[src/rtl/midi_pkg.sv]
// Shared MIDI constants, message-length helper and FSM state types.
// The transmit and receive paths both import this package.
package midi_pkg;

  localparam logic [3:0] NOTE_OFF = 4'h8;
  localparam logic [3:0] NOTE_ON  = 4'h9;
  localparam logic [3:0] POLY_AT  = 4'hA;
  localparam logic [3:0] CTRL     = 4'hB;
  localparam logic [3:0] PROG     = 4'hC;
  localparam logic [3:0] CHAN_AT  = 4'hD;
  localparam logic [3:0] PITCH    = 4'hE;

  // Serial frame states; ST_DONE marks end of a whole message.
  typedef enum logic [2:0] {ST_IDLE, ST_START, ST_DATA, ST_STOP, ST_DONE} state_e;

  // Message sequencer states in the writer top.
  typedef enum logic [1:0] {SEQ_IDLE, SEQ_SEND, SEQ_DONE} seq_e;

  function automatic logic [1:0] msg_len(input logic [3:0] st);
    return (st == PROG || st == CHAN_AT) ? 2'd2 : 2'd3;
  endfunction

  function automatic logic status_ok(input logic [3:0] st);
    return st[3] && (st != 4'hF);
  endfunction

endpackage

[src/rtl/uart_tx_byte.sv]
// One 8N1 UART frame (start, 8 data bits LSB first, stop) per valid/ready handshake.
// Ready rises in the last stop cycle so the next byte follows with no idle gap.
module uart_tx_byte
  import midi_pkg::*;
#(
  parameter int BIT_CYC = 3200
) (
  input  logic       clk_i,
  input  logic       rst_ni,
  input  logic [7:0] byte_i,
  input  logic       valid_i,
  output logic       ready_o,
  output logic       done_o,
  output logic       busy_o,
  output logic       tx_o
);

  localparam int CW = (BIT_CYC > 1) ? $clog2(BIT_CYC) : 1;
  localparam logic [CW-1:0] LAST = CW'(BIT_CYC - 1);

  state_e          state_q, state_d;
  logic [CW-1:0]   baud_q, baud_d;
  logic [2:0]      bit_q, bit_d;
  logic [7:0]      sh_q, sh_d;
  logic            tx_q, tx_d;
  logic            bit_end;

  assign bit_end = (baud_q == LAST);
  assign busy_o  = (state_q != ST_IDLE);
  assign tx_o    = tx_q;

  always_comb begin
    state_d = state_q;
    baud_d  = baud_q;
    bit_d   = bit_q;
    sh_d    = sh_q;
    tx_d    = tx_q;
    ready_o = 1'b0;
    done_o  = 1'b0;
    if (state_q != ST_IDLE) baud_d = bit_end ? '0 : baud_q + 1'b1;
    case (state_q)
      ST_IDLE: begin
        ready_o = 1'b1;
        baud_d  = '0;
        if (valid_i) begin
          state_d = ST_START;
          sh_d    = byte_i;
          tx_d    = 1'b0;
        end
      end
      ST_START: if (bit_end) begin
        state_d = ST_DATA;
        bit_d   = 3'd0;
        tx_d    = sh_q[0];
      end
      ST_DATA: if (bit_end) begin
        // bit index wraps 7->0 naturally on the way into STOP
        sh_d  = {1'b0, sh_q[7:1]};
        bit_d = bit_q + 3'd1;
        if (bit_q == 3'd7) begin
          state_d = ST_STOP;
          tx_d    = 1'b1;
        end else begin
          tx_d = sh_q[1];
        end
      end
      ST_STOP: if (bit_end) begin
        ready_o = 1'b1;
        done_o  = 1'b1;
        if (valid_i) begin
          state_d = ST_START;
          sh_d    = byte_i;
          tx_d    = 1'b0;
        end else begin
          state_d = ST_IDLE;
        end
      end
      default: state_d = ST_IDLE;
    endcase
  end

  always_ff @(posedge clk_i or negedge rst_ni) begin
    if (!rst_ni) begin
      state_q <= ST_IDLE;
      baud_q  <= '0;
      bit_q   <= 3'd0;
      tx_q    <= 1'b1;
    end else begin
      state_q <= state_d;
      baud_q  <= baud_d;
      bit_q   <= bit_d;
      tx_q    <= tx_d;
    end
  end

  always_ff @(posedge clk_i) begin
    sh_q <= sh_d;
  end

endmodule

[src/rtl/midi_writer.sv]
// MIDI channel-voice message transmitter (31250 baud 8N1 over a UART pin).
// Optional running-status suppression: define MIDI_WRITER_RUNNING_STATUS_EN.
module midi_writer
  import midi_pkg::*;
#(
  parameter int         CLK_HZ  = 100_000_000,
  parameter int         BAUD    = 31250,
  parameter logic [3:0] CHANNEL = 4'h0
) (
  input  logic       clk_in,
  input  logic       rst_in,
  input  logic [3:0] status,
  input  logic [7:0] data_byte1,
  input  logic [7:0] data_byte2,
  input  logic       valid_in,
  output logic       ready_out,
  output logic       tx_out,
  output logic       busy_out,
  output logic       done_out,
  output logic       err_out
);

  localparam int BIT_CYC = CLK_HZ / BAUD;

  seq_e            seq_q, seq_d;
  logic [1:0]      idx_q, idx_d, n_q, n_d;
  logic            err_q, err_d;
  logic [3:0][7:0] msg_q, msg_d;
  logic [7:0]      sb, d1, d2, tx_byte;
  logic            accept, ok, skip, tx_valid, tx_ready, tx_done;

  assign sb        = {status, CHANNEL};
  assign d1        = data_byte1 & 8'h7F;
  assign d2        = data_byte2 & 8'h7F;
  assign ready_out = (seq_q != SEQ_SEND);
  assign accept    = valid_in && ready_out;
  assign ok        = status_ok(status);
  assign done_out  = (seq_q == SEQ_DONE);
  assign err_out   = err_q;

`ifdef MIDI_WRITER_RUNNING_STATUS_EN
  // Zero never matches a real status byte (bit 7 is always set), so reset means "none sent".
  logic [7:0] last_q;
  assign skip = (sb == last_q);
  always_ff @(posedge clk_in or negedge rst_in) begin
    if (!rst_in)                   last_q <= 8'h00;
    else if (accept && ok && !skip) last_q <= sb;
  end
`else
  assign skip = 1'b0;
`endif

  always_comb begin
    seq_d    = seq_q;
    idx_d    = idx_q;
    n_d      = n_q;
    err_d    = 1'b0;
    msg_d    = msg_q;
    tx_valid = 1'b0;
    tx_byte  = msg_q[idx_q];
    case (seq_q)
      SEQ_IDLE, SEQ_DONE: begin
        seq_d = SEQ_IDLE;
        if (accept) begin
          if (ok) begin
            // First byte goes straight to the serializer so the start bit begins next cycle.
            seq_d    = SEQ_SEND;
            idx_d    = 2'd1;
            n_d      = msg_len(status) - {1'b0, skip};
            msg_d    = skip ? {8'h00, 8'h00, d2, d1} : {8'h00, d2, d1, sb};
            tx_valid = 1'b1;
            tx_byte  = msg_d[0];
          end else begin
            err_d = 1'b1;
          end
        end
      end
      SEQ_SEND: begin
        tx_valid = (idx_q != n_q);
        if (tx_valid && tx_ready) idx_d = idx_q + 2'd1;
        if (tx_done && !tx_valid) seq_d = SEQ_DONE;
      end
      default: seq_d = SEQ_IDLE;
    endcase
  end

  always_ff @(posedge clk_in or negedge rst_in) begin
    if (!rst_in) begin
      seq_q <= SEQ_IDLE;
      idx_q <= 2'd0;
      n_q   <= 2'd0;
      err_q <= 1'b0;
    end else begin
      seq_q <= seq_d;
      idx_q <= idx_d;
      n_q   <= n_d;
      err_q <= err_d;
    end
  end

  always_ff @(posedge clk_in) begin
    msg_q <= msg_d;
  end

  uart_tx_byte #(.BIT_CYC(BIT_CYC)) u_tx (
    .clk_i   (clk_in),
    .rst_ni  (rst_in),
    .byte_i  (tx_byte),
    .valid_i (tx_valid),
    .ready_o (tx_ready),
    .done_o  (tx_done),
    .busy_o  (busy_out),
    .tx_o    (tx_out)
  );

endmodule

[config.mk]
export PLATFORM = sky130hd
export DESIGN_NAME = midi_writer
export DESIGN_NICKNAME = d
export VERILOG_FILES = /design/src/rtl/midi_pkg.sv /design/src/rtl/uart_tx_byte.sv /design/src/rtl/midi_writer.sv
export SDC_FILE = /design/constraint.sdc
export NUM_CORES = 1
export LEC_CHECK = 0
export ABC_AREA = 1
export ABC_CLOCK_PERIOD_IN_PS = 1600
export CAP_MARGIN = 25
export CELL_PAD_IN_SITES_DETAIL_PLACEMENT = 0
export CELL_PAD_IN_SITES_GLOBAL_PLACEMENT = 1
export CORE_AREA = 2 2 87 89
export DETAILED_ROUTE_END_ITERATION = 6
export DIE_AREA = 0 0 89 91
export PLACE_DENSITY_LB_ADDON = 0.1
export SLEW_MARGIN = 0
export SYNTH_ARGS = -nofsm -noshare
export SYNTH_HDL_FRONTEND = slang
export SYNTH_SLANG_ARGS = --single-unit
[constraint.sdc]
create_clock -name clk_in -period 1.6 [get_ports clk_in]
set_clock_uncertainty 0.05 [all_clocks]
set_input_delay 0.16 -clock clk_in [delete_from_list [all_inputs] [get_ports clk_in]]
set_output_delay 0.16 -clock clk_in [all_outputs]
set_load 0.05 [all_outputs]
==> summary.txt, run 1 <==
Power
  • Leak: 0.00146 uW
  • Cell-internal power: 1900 uW
  • Total Power: 2370 uW
  • PwrDens: 731 mW/mm^2
  • Clock power share: 38.7%
  • Combinational share of power: 3.2%
  • Peak VDD IR: 420 uV
  • Psw: 469 uW
  • Sequential Power Share: 58.1%
  • Sw frac: 19.8%

Layout
  • Fill cell count: 721
  • Ratio of cells with drive above 1 in the final layout: 26.9%
  • P&R area growth vs syn: 31.5%
  • Ant diodes: 0
  • Final #Nets: 341
  • Design area: 0.00324 mm^2
  • Most frequent cells in the layout: 66 x nand2_1, 33 x buf_4, 26 x edfxtp_1, 23 x dfrtp_1, 20 x clkdlybuf4s50_1
  • Most common cell after layout, fill and taps aside: nand2_1

Timing
  • FMAX: 655 MHz
  • Worst-Margin Slew: 0.337 ns
  • Unrepaired setup endpoints after global routing: false
  • Final count of hold timing violations: 0
  • Crit share post-route: 95.4%
  • Setup tns final: 0 ns
  • Slew Viols, Final: 0
  • Min Tclk post-route: 1.53 ns
  • Post-route setup slack: 0.0732 ns
  • Hold Slack: 0.167 ns
  • Slew Limit Headroom: 77.5%
  • Final setup violation count: 0

Yosys
  • Seq cells post-synth: 51
  • Post-Syn Nets: 280
  • Synth Warn #: 0
  • Cells after Synth: 250
  • Synth Area in Adders: 3.55%
  • Compound-Gate Fraction of Synth Area: 6.40%
  • Post-synthesis mux area share: 0%
  • Syn_area_per_cell: 9.86 um^2
  • Library cells used by synthesis: 34
  • Sequential area share after synthesis: 57.1%
  • XOR/XNOR Fraction of Synth Area: 2.13%
  • Mapped cell area: 0.00246 mm^2
  • Synth Area in Simple Gates: 25.7%
  • Largest family of logic cells by synthesized area: simple AND/OR/NAND/NOR gates

Clocking
  • H-tree Lvls: 2
  • Worst-path clk slew: 0.09 ns
  • Total CTS buffers: 5
  • CTS tree: yes
  • CTS max path bufs: 2
  • Clock sinks: 51
  • Worst skew pair latency: 0.30 ns
  • Clk root buf: clkbuf_8
  • Hold Buf Count CTS: 0

Placement
  • Placer Congestion: 0.733
  • Setup WS pre-CTS: -0.207 ns
  • DP Area: 0.00306 mm^2
  • IO buf count: 25
  • DP Wirelength: 3.75 mm

Global routing
  • Largest net degree at the start of global routing: 26
  • Total gr overflow: 0
  • Vias in the first global route: 1796
  • Initial antenna violation count: 0
  • First-pass GRT wire length: 8.25 mm
  • GRT Util Overall: 13.1%

Setup path
  • FF-to-FF path depth: 8
  • Most frequent CP cell: nand2_1
  • Crit. path cell count: 8
  • Startpoint Class: flip-flop
  • Crit Path Class: reg2reg
  • Worst Setup EP: u_tx.state_q[1]
  • CP max-delay cell: dfrtp_1
  • Sequence of cells on the critical path: inv_1, ha_1, inv_1, nand2_1, nand2_4, nand3_2, nand2_1, nand2_1
  • Launching point of the worst reg2reg path: u_tx.state_q[1]
  • Data arrival, critical path: 1.68 ns
  • Crit path capture type: flip-flop
  • Worst endpoint required time: 1.75 ns
  • Crit path max-delay family: flip-flops
  • Crit path buffers/inverters: 2
  • Reg-to-reg endpoint: u_tx.state_q[1]
  • Largest stage delay, worst path: 0.46 ns
  • Setup crit start: u_tx.state_q[1]
  • CP max FO: 6
  • Flop-to-flop setup slack: 0.07 ns

Drt
  • Via/cell ratio: 4.41
  • Max layer used: met4
  • DR pass1 iterations: 4
  • Violation count after the first detailed-route iteration: 66
  • Metal2 WL: 2.41 mm
  • Antenna Violating Nets Remaining: 0
  • WL/cell: 11.9 um
  • Met3 wire length: 165 um
  • Met1 wire length: 2.24 mm
  • DR vias: 1813
  • Routed wire length: 4.87 mm
  • DRC: 0

Floorplan
  • Die Width: 89 um
  • Core area: 0.00714 mm^2
  • IO Pins: 28
  • Die Y: 91 um
  • Starting Density: 34.5%
  • Die ar.: 0.00810 mm^2
  • Std-Cell Rows: 31

Flow run
  • Max Cap Viol: 0

Run status
  • Status: completed

Hold path
  • Worst Hold Class: in2async
## cell usage after synthesis
library cell | instances | area (um^2)
or2_1 | 1 | 6.26
xnor2_1 | 1 | 8.76
nand3_2 | 2 | 20.0
a22o_1 | 4 | 35.0
o21a_1 | 1 | 7.51
nor3_1 | 5 | 25.0
o21ai_1 | 8 | 40.0
nor2_1 | 22 | 82.6
nand4_1 | 4 | 25.0
clkbuf_8 | 1 | 13.8
o2111ai_1 | 2 | 17.5
edfxtp_1 | 26 | 781
nor2_4 | 2 | 22.5
dfstp_2 | 1 | 26.3
o21ai_2 | 1 | 8.76
buf_2 | 1 | 5.00
xor2_1 | 5 | 43.8
a31oi_1 | 1 | 6.26
inv_2 | 3 | 11.3
a21oi_1 | 3 | 15.0
nand2_4 | 4 | 45.0
nand2_1 | 67 | 251
nand2_2 | 9 | 56.3
inv_1 | 20 | 75.1
and3_1 | 1 | 6.26
ha_1 | 7 | 87.6
a21boi_0 | 1 | 7.51
buf_6 | 1 | 11.3
nand3_1 | 15 | 75.1
o211a_1 | 1 | 10.0
nor2_2 | 3 | 18.8
dfrtp_1 | 24 | 601
clkinv_4 | 1 | 8.76
o21ai_0 | 2 | 10.0
## worst min-delay path by stage
stage	startpoint	endpoint	slack [ns]	depth (start not counted)
after floorplan	rst_in	err_out	-0.19	0
after global placement	u_tx.bit_q[0]	u_tx.bit_q[0]	0.43	1
after detailed placement	n_q[1]	n_q[1]	0.42	2
after CTS	rst_in	u_tx.baud_q[7]	0.17	2
after global routing	rst_in	u_tx.baud_q[8]	0.21	2
final	rst_in	u_tx.baud_q[5]	0.17	2
## routing by layer
| layer | global-route usage (%) | vias to the layer above |
|---|---|---|
| li1 | - | 946 |
| met1 | 16.8 | 838 |
| met2 | 22.0 | 25 |
| met3 | 2.73 | 4 |
| met4 | 3.73 | 0 |
| met5 | 0 | - |
## final cells by class
cell class	count	area (um^2)	area share (%)
flip-flops and latches	51	1410	43.5
multi-input cells	172	975	30.1
repair buffers	57	519	16.0
well taps	99	124	3.82
inverters	24	98.8	3.05
clock buffers	5	68.8	2.12
clock inverters	3	47.5	1.47
## worst register-to-register path: cells and delay by family, from the launching register on
| family | cells | cell delay (ns) |
|---|---|---|
| flip-flops | 1 | 0.46 |
| AND/OR/NAND/NOR | 5 | 0.42 |
| buffers and inverters | 2 | 0.27 |
| adder cells (fa/ha/maj) | 1 | 0.23 |
## stage by stage
| stage | instances | utilization [%] |
|---|---|---|
| finish | 411 | 45.4 |
| global route | 411 | 45.4 |
| CTS | 408 | 44.6 |
| detailed placement | 399 | 42.8 |
| global placement | 399 | 42.8 |
| floorplan | 250 | - |
## sequential cells by signal (all words and copies together) (netlist names)
signal and count:
seq_q 2, idx_q 2, u_tx.bit_q 3, u_tx.sh_q 8
msg_q 18, n_q 2, u_tx.state_q 2, err_out 1
u_tx.tx_o 1, u_tx.baud_q 12
## logic make-up after synthesis
group                    after synthesis
AO/OA/AOI/OAI                         24
XOR/XNOR                               6
adder cells (fa/ha/maj)                7
buffers and inverters                 27
flip-flops                            51
AND/OR/NAND/NOR                      135
## power groups by stage
stage                     logic (uW)  clock network, uW  registers (uW)
after floorplan                 2.60                  0            1410
after global placement          77.3                  0            1400
after detailed placement        78.7                  0            1400
after CTS                       78.7                971            1380
after global routing            83.6               1020            1380
final                           76.2                917            1380
## what timing repair did
item / in CTS / in global routing
setup buffers: 1 / 3
pin swaps: 0 / 2
setup endpoints to repair: 8 / 24
resized for setup: 2 / 12
Power figures use the tool's default switching activity.
==> run 2, diff against run 1 <==
--- a/config.mk
+++ b/config.mk
@@ -10,9 +10,9 @@
 export CAP_MARGIN = 25
 export CELL_PAD_IN_SITES_DETAIL_PLACEMENT = 0
 export CELL_PAD_IN_SITES_GLOBAL_PLACEMENT = 1
-export CORE_AREA = 2 2 87 89
+export CORE_AREA = 5 5 90 92
 export DETAILED_ROUTE_END_ITERATION = 6
-export DIE_AREA = 0 0 89 91
+export DIE_AREA = 0 0 95 97
 export PLACE_DENSITY_LB_ADDON = 0.1
 export SLEW_MARGIN = 0
 export SYNTH_ARGS = -nofsm -noshare
==> run 2 against run 1 <==
  * Final cell count decreased by 0.24%
  * Sequential power about the same
  * Hold slack about the same
  * Cell area about the same
  * Sequential cell count unchanged
  * Sequential share of layout area about the same
  * Non-clock buffer count decreased by 1
  * Critical path depth decreased by 3
  * Worst setup slack got worse by 0.0066 ns
  * Critical path type is now reg2out
  * Largest power group unchanged
  * Highest routed layer unchanged
==> summary.txt, run 2 (synthesis results as in run 1) <==
Setup path
  • Reg-to-reg endpoint: u_tx.sh_q[4]
  • Crit Path Class: reg2out
  • Crit path capture type: output pin
  • Launching point of the worst reg2reg path: u_tx.baud_q[0]
  • Data arrival, critical path: 1.32 ns
  • Flop-to-flop setup slack: 0.11 ns
  • Startpoint Class: flip-flop
  • Worst endpoint required time: 1.39 ns
  • FF-to-FF path depth: 6
  • CP max FO: 4

Drt
  • Met1 wire length: 2.27 mm
  • Met3 wire length: 129 um
  • Violation count after the first detailed-route iteration: 58
  • DR vias: 1809
  • WL/cell: 12.0 um
  • Metal2 WL: 2.48 mm
  • Max layer used: met4
  • DRC: 0
  • Via/cell ratio: 4.41
  • Antenna Violating Nets Remaining: 0
  • Routed wire length: 4.94 mm
  • DR pass1 iterations: 4

Global routing
  • Initial antenna violation count: 0
  • GRT Util Overall: 12.1%
  • Vias in the first global route: 1871
  • Total gr overflow: 0
  • Largest net degree at the start of global routing: 26
  • First-pass GRT wire length: 8.87 mm

Layout
  • Post-layout util: 45.4%
  • Design area: 0.00324 mm^2
  • Most common cell after layout, fill and taps aside: nand2_1
  • Reg with most FFs: msg_q
  • Ratio of cells with drive above 1 in the final layout: 25.7%
  • Top flop regs: msg_q: 18 flops, u_tx.baud_q: 12 flops, u_tx.sh_q: 8 flops
  • Fill cell count: 724
  • Max FFs per register: 18
  • Most frequent cells in the layout: 67 x nand2_1, 31 x buf_4, 26 x edfxtp_1, 23 x dfrtp_1, 20 x clkdlybuf4s50_1
  • P&R area growth vs syn: 31.6%
  • Layout Cells excl Fill: 410
  • Ant diodes: 0
  • Seq. cell area: 0.00141 mm^2
  • Multi-input combinational cell area: 977 um^2
  • Final #Nets: 340

Clocking
  • Clk root buf: clkbuf_8
  • H-tree Lvls: 2
  • Worst-path clk slew: 0.10 ns
  • CTS max path bufs: 2
  • Total CTS buffers: 5
  • Hold Buf Count CTS: 0
  • Clock sinks: 51
  • CTS tree: yes
  • Worst skew pair latency: 0.31 ns

Run status
  • Status: completed

Floorplan
  • Starting Density: 34.5%
  • Core area: 0.00714 mm^2
  • Die Width: 95 um
  • Die Y: 97 um
  • IO Pins: 28
  • Die ar.: 0.00922 mm^2
  • Std-Cell Rows: 31

Placement
  • Placer Congestion: 0.740
  • DP Area: 0.00306 mm^2
  • Dpl cells: 399
  • IO buf count: 25
  • DP Wirelength: 3.79 mm

Timing
  • Final setup violation count: 0
  • Slew Limit Headroom: 77.1%
  • Min Tclk post-route: 1.53 ns
  • Crit share post-route: 95.8%
  • Setup tns final: 0 ns
  • Final count of hold timing violations: 0
  • Unrepaired setup endpoints after global routing: true
  • Slew Viols, Final: 0
  • Worst-Margin Slew: 0.343 ns
  • FMAX: 652 MHz

Power
  • Leak: 0.00146 uW
  • PwrDens: 734 mW/mm^2
  • Total Power: 2380 uW
  • Peak VDD IR: 293 uV

Flow run
  • Max Cap Viol: 0

Hold path
  • Worst Hold Class: in2async
-- run 2: cell types whose count changed in the layout (fill, tap and decap cells not counted) --
cell,delta
clkinv_4,-1
o21ai_0,-1
nor2_4,+2
ha_2,-1
nand2_2,-1
o21ai_1,+1
nand2_1,+1
ha_1,+1
nor2_1,+1
buf_4,-2
buf_8,+1
nor2_2,-3
clkinvlp_4,+1
-- run 2: power by group --
group	total, uW	switching [uW]	internal (uW)
combinational	76.6	26.1	50.5
clock	927	455	472
sequential	1380	0.271	1380
total	2380	481	1900
-- run 2: area by class of cell --
type / count / area share, %
clock inverters: 3 / 1.43
inverters: 24 / 3.05
well taps: 99 / 3.82
flip-flops and latches: 51 / 43.4
clock buffers: 5 / 2.12
repair buffers: 56 / 16.0
multi-input cells: 172 / 30.1
-- run 2: timing repair --
item                                    in CTS  in global routing
gates resized for setup                      5                 11
buffers inserted                             1                  2
pin swaps                                    0                  1
endpoints found under the setup margin       8                 21
-- run 2: worst max path at each step --
| stage | start | end | slack [ns] | cells past startpoint |
|---|---|---|---|---|
| global placement | valid_in | u_tx.sh_q[0] | -0.15 | 6 |
| finish | u_tx.state_q[0] | busy_out | 0.07 | 5 |
| global route | u_tx.baud_q[0] | u_tx.state_q[1] | -0.004 | 11 |
| detailed placement | valid_in | u_tx.sh_q[0] | -0.22 | 6 |
| CTS | u_tx.state_q[1] | u_tx.sh_q[4] | 0.003 | 4 |
| floorplan | seq_q[0] | u_tx.sh_q[6] | 0.01 | 7 |
-- run 2: per-layer routing --
metal	global-route usage (%)	vias to the layer above
met3	2.72	5
li1	-	945
met1	15.7	837
met4	4.00	0
met5	0	-
met2	19.6	22
-- run 2: critical path: stages, from the launching register on --
cell and delay [ns]:
dfrtp_1 0.43, inv_2 0.07, buf_4 0.11, ha_4 0.14, clkinvlp_4 0.10, buf_8 0.16
-- run 2: per-stage QoR --
step,hold WS [ns],worst slack (ns)
after floorplan,-0.186,0.0149
after global placement,0.426,-0.149
after detailed placement,0.422,-0.220
after CTS,0.172,0.00320
after global routing,0.190,-0.00406
final,0.167,0.0666
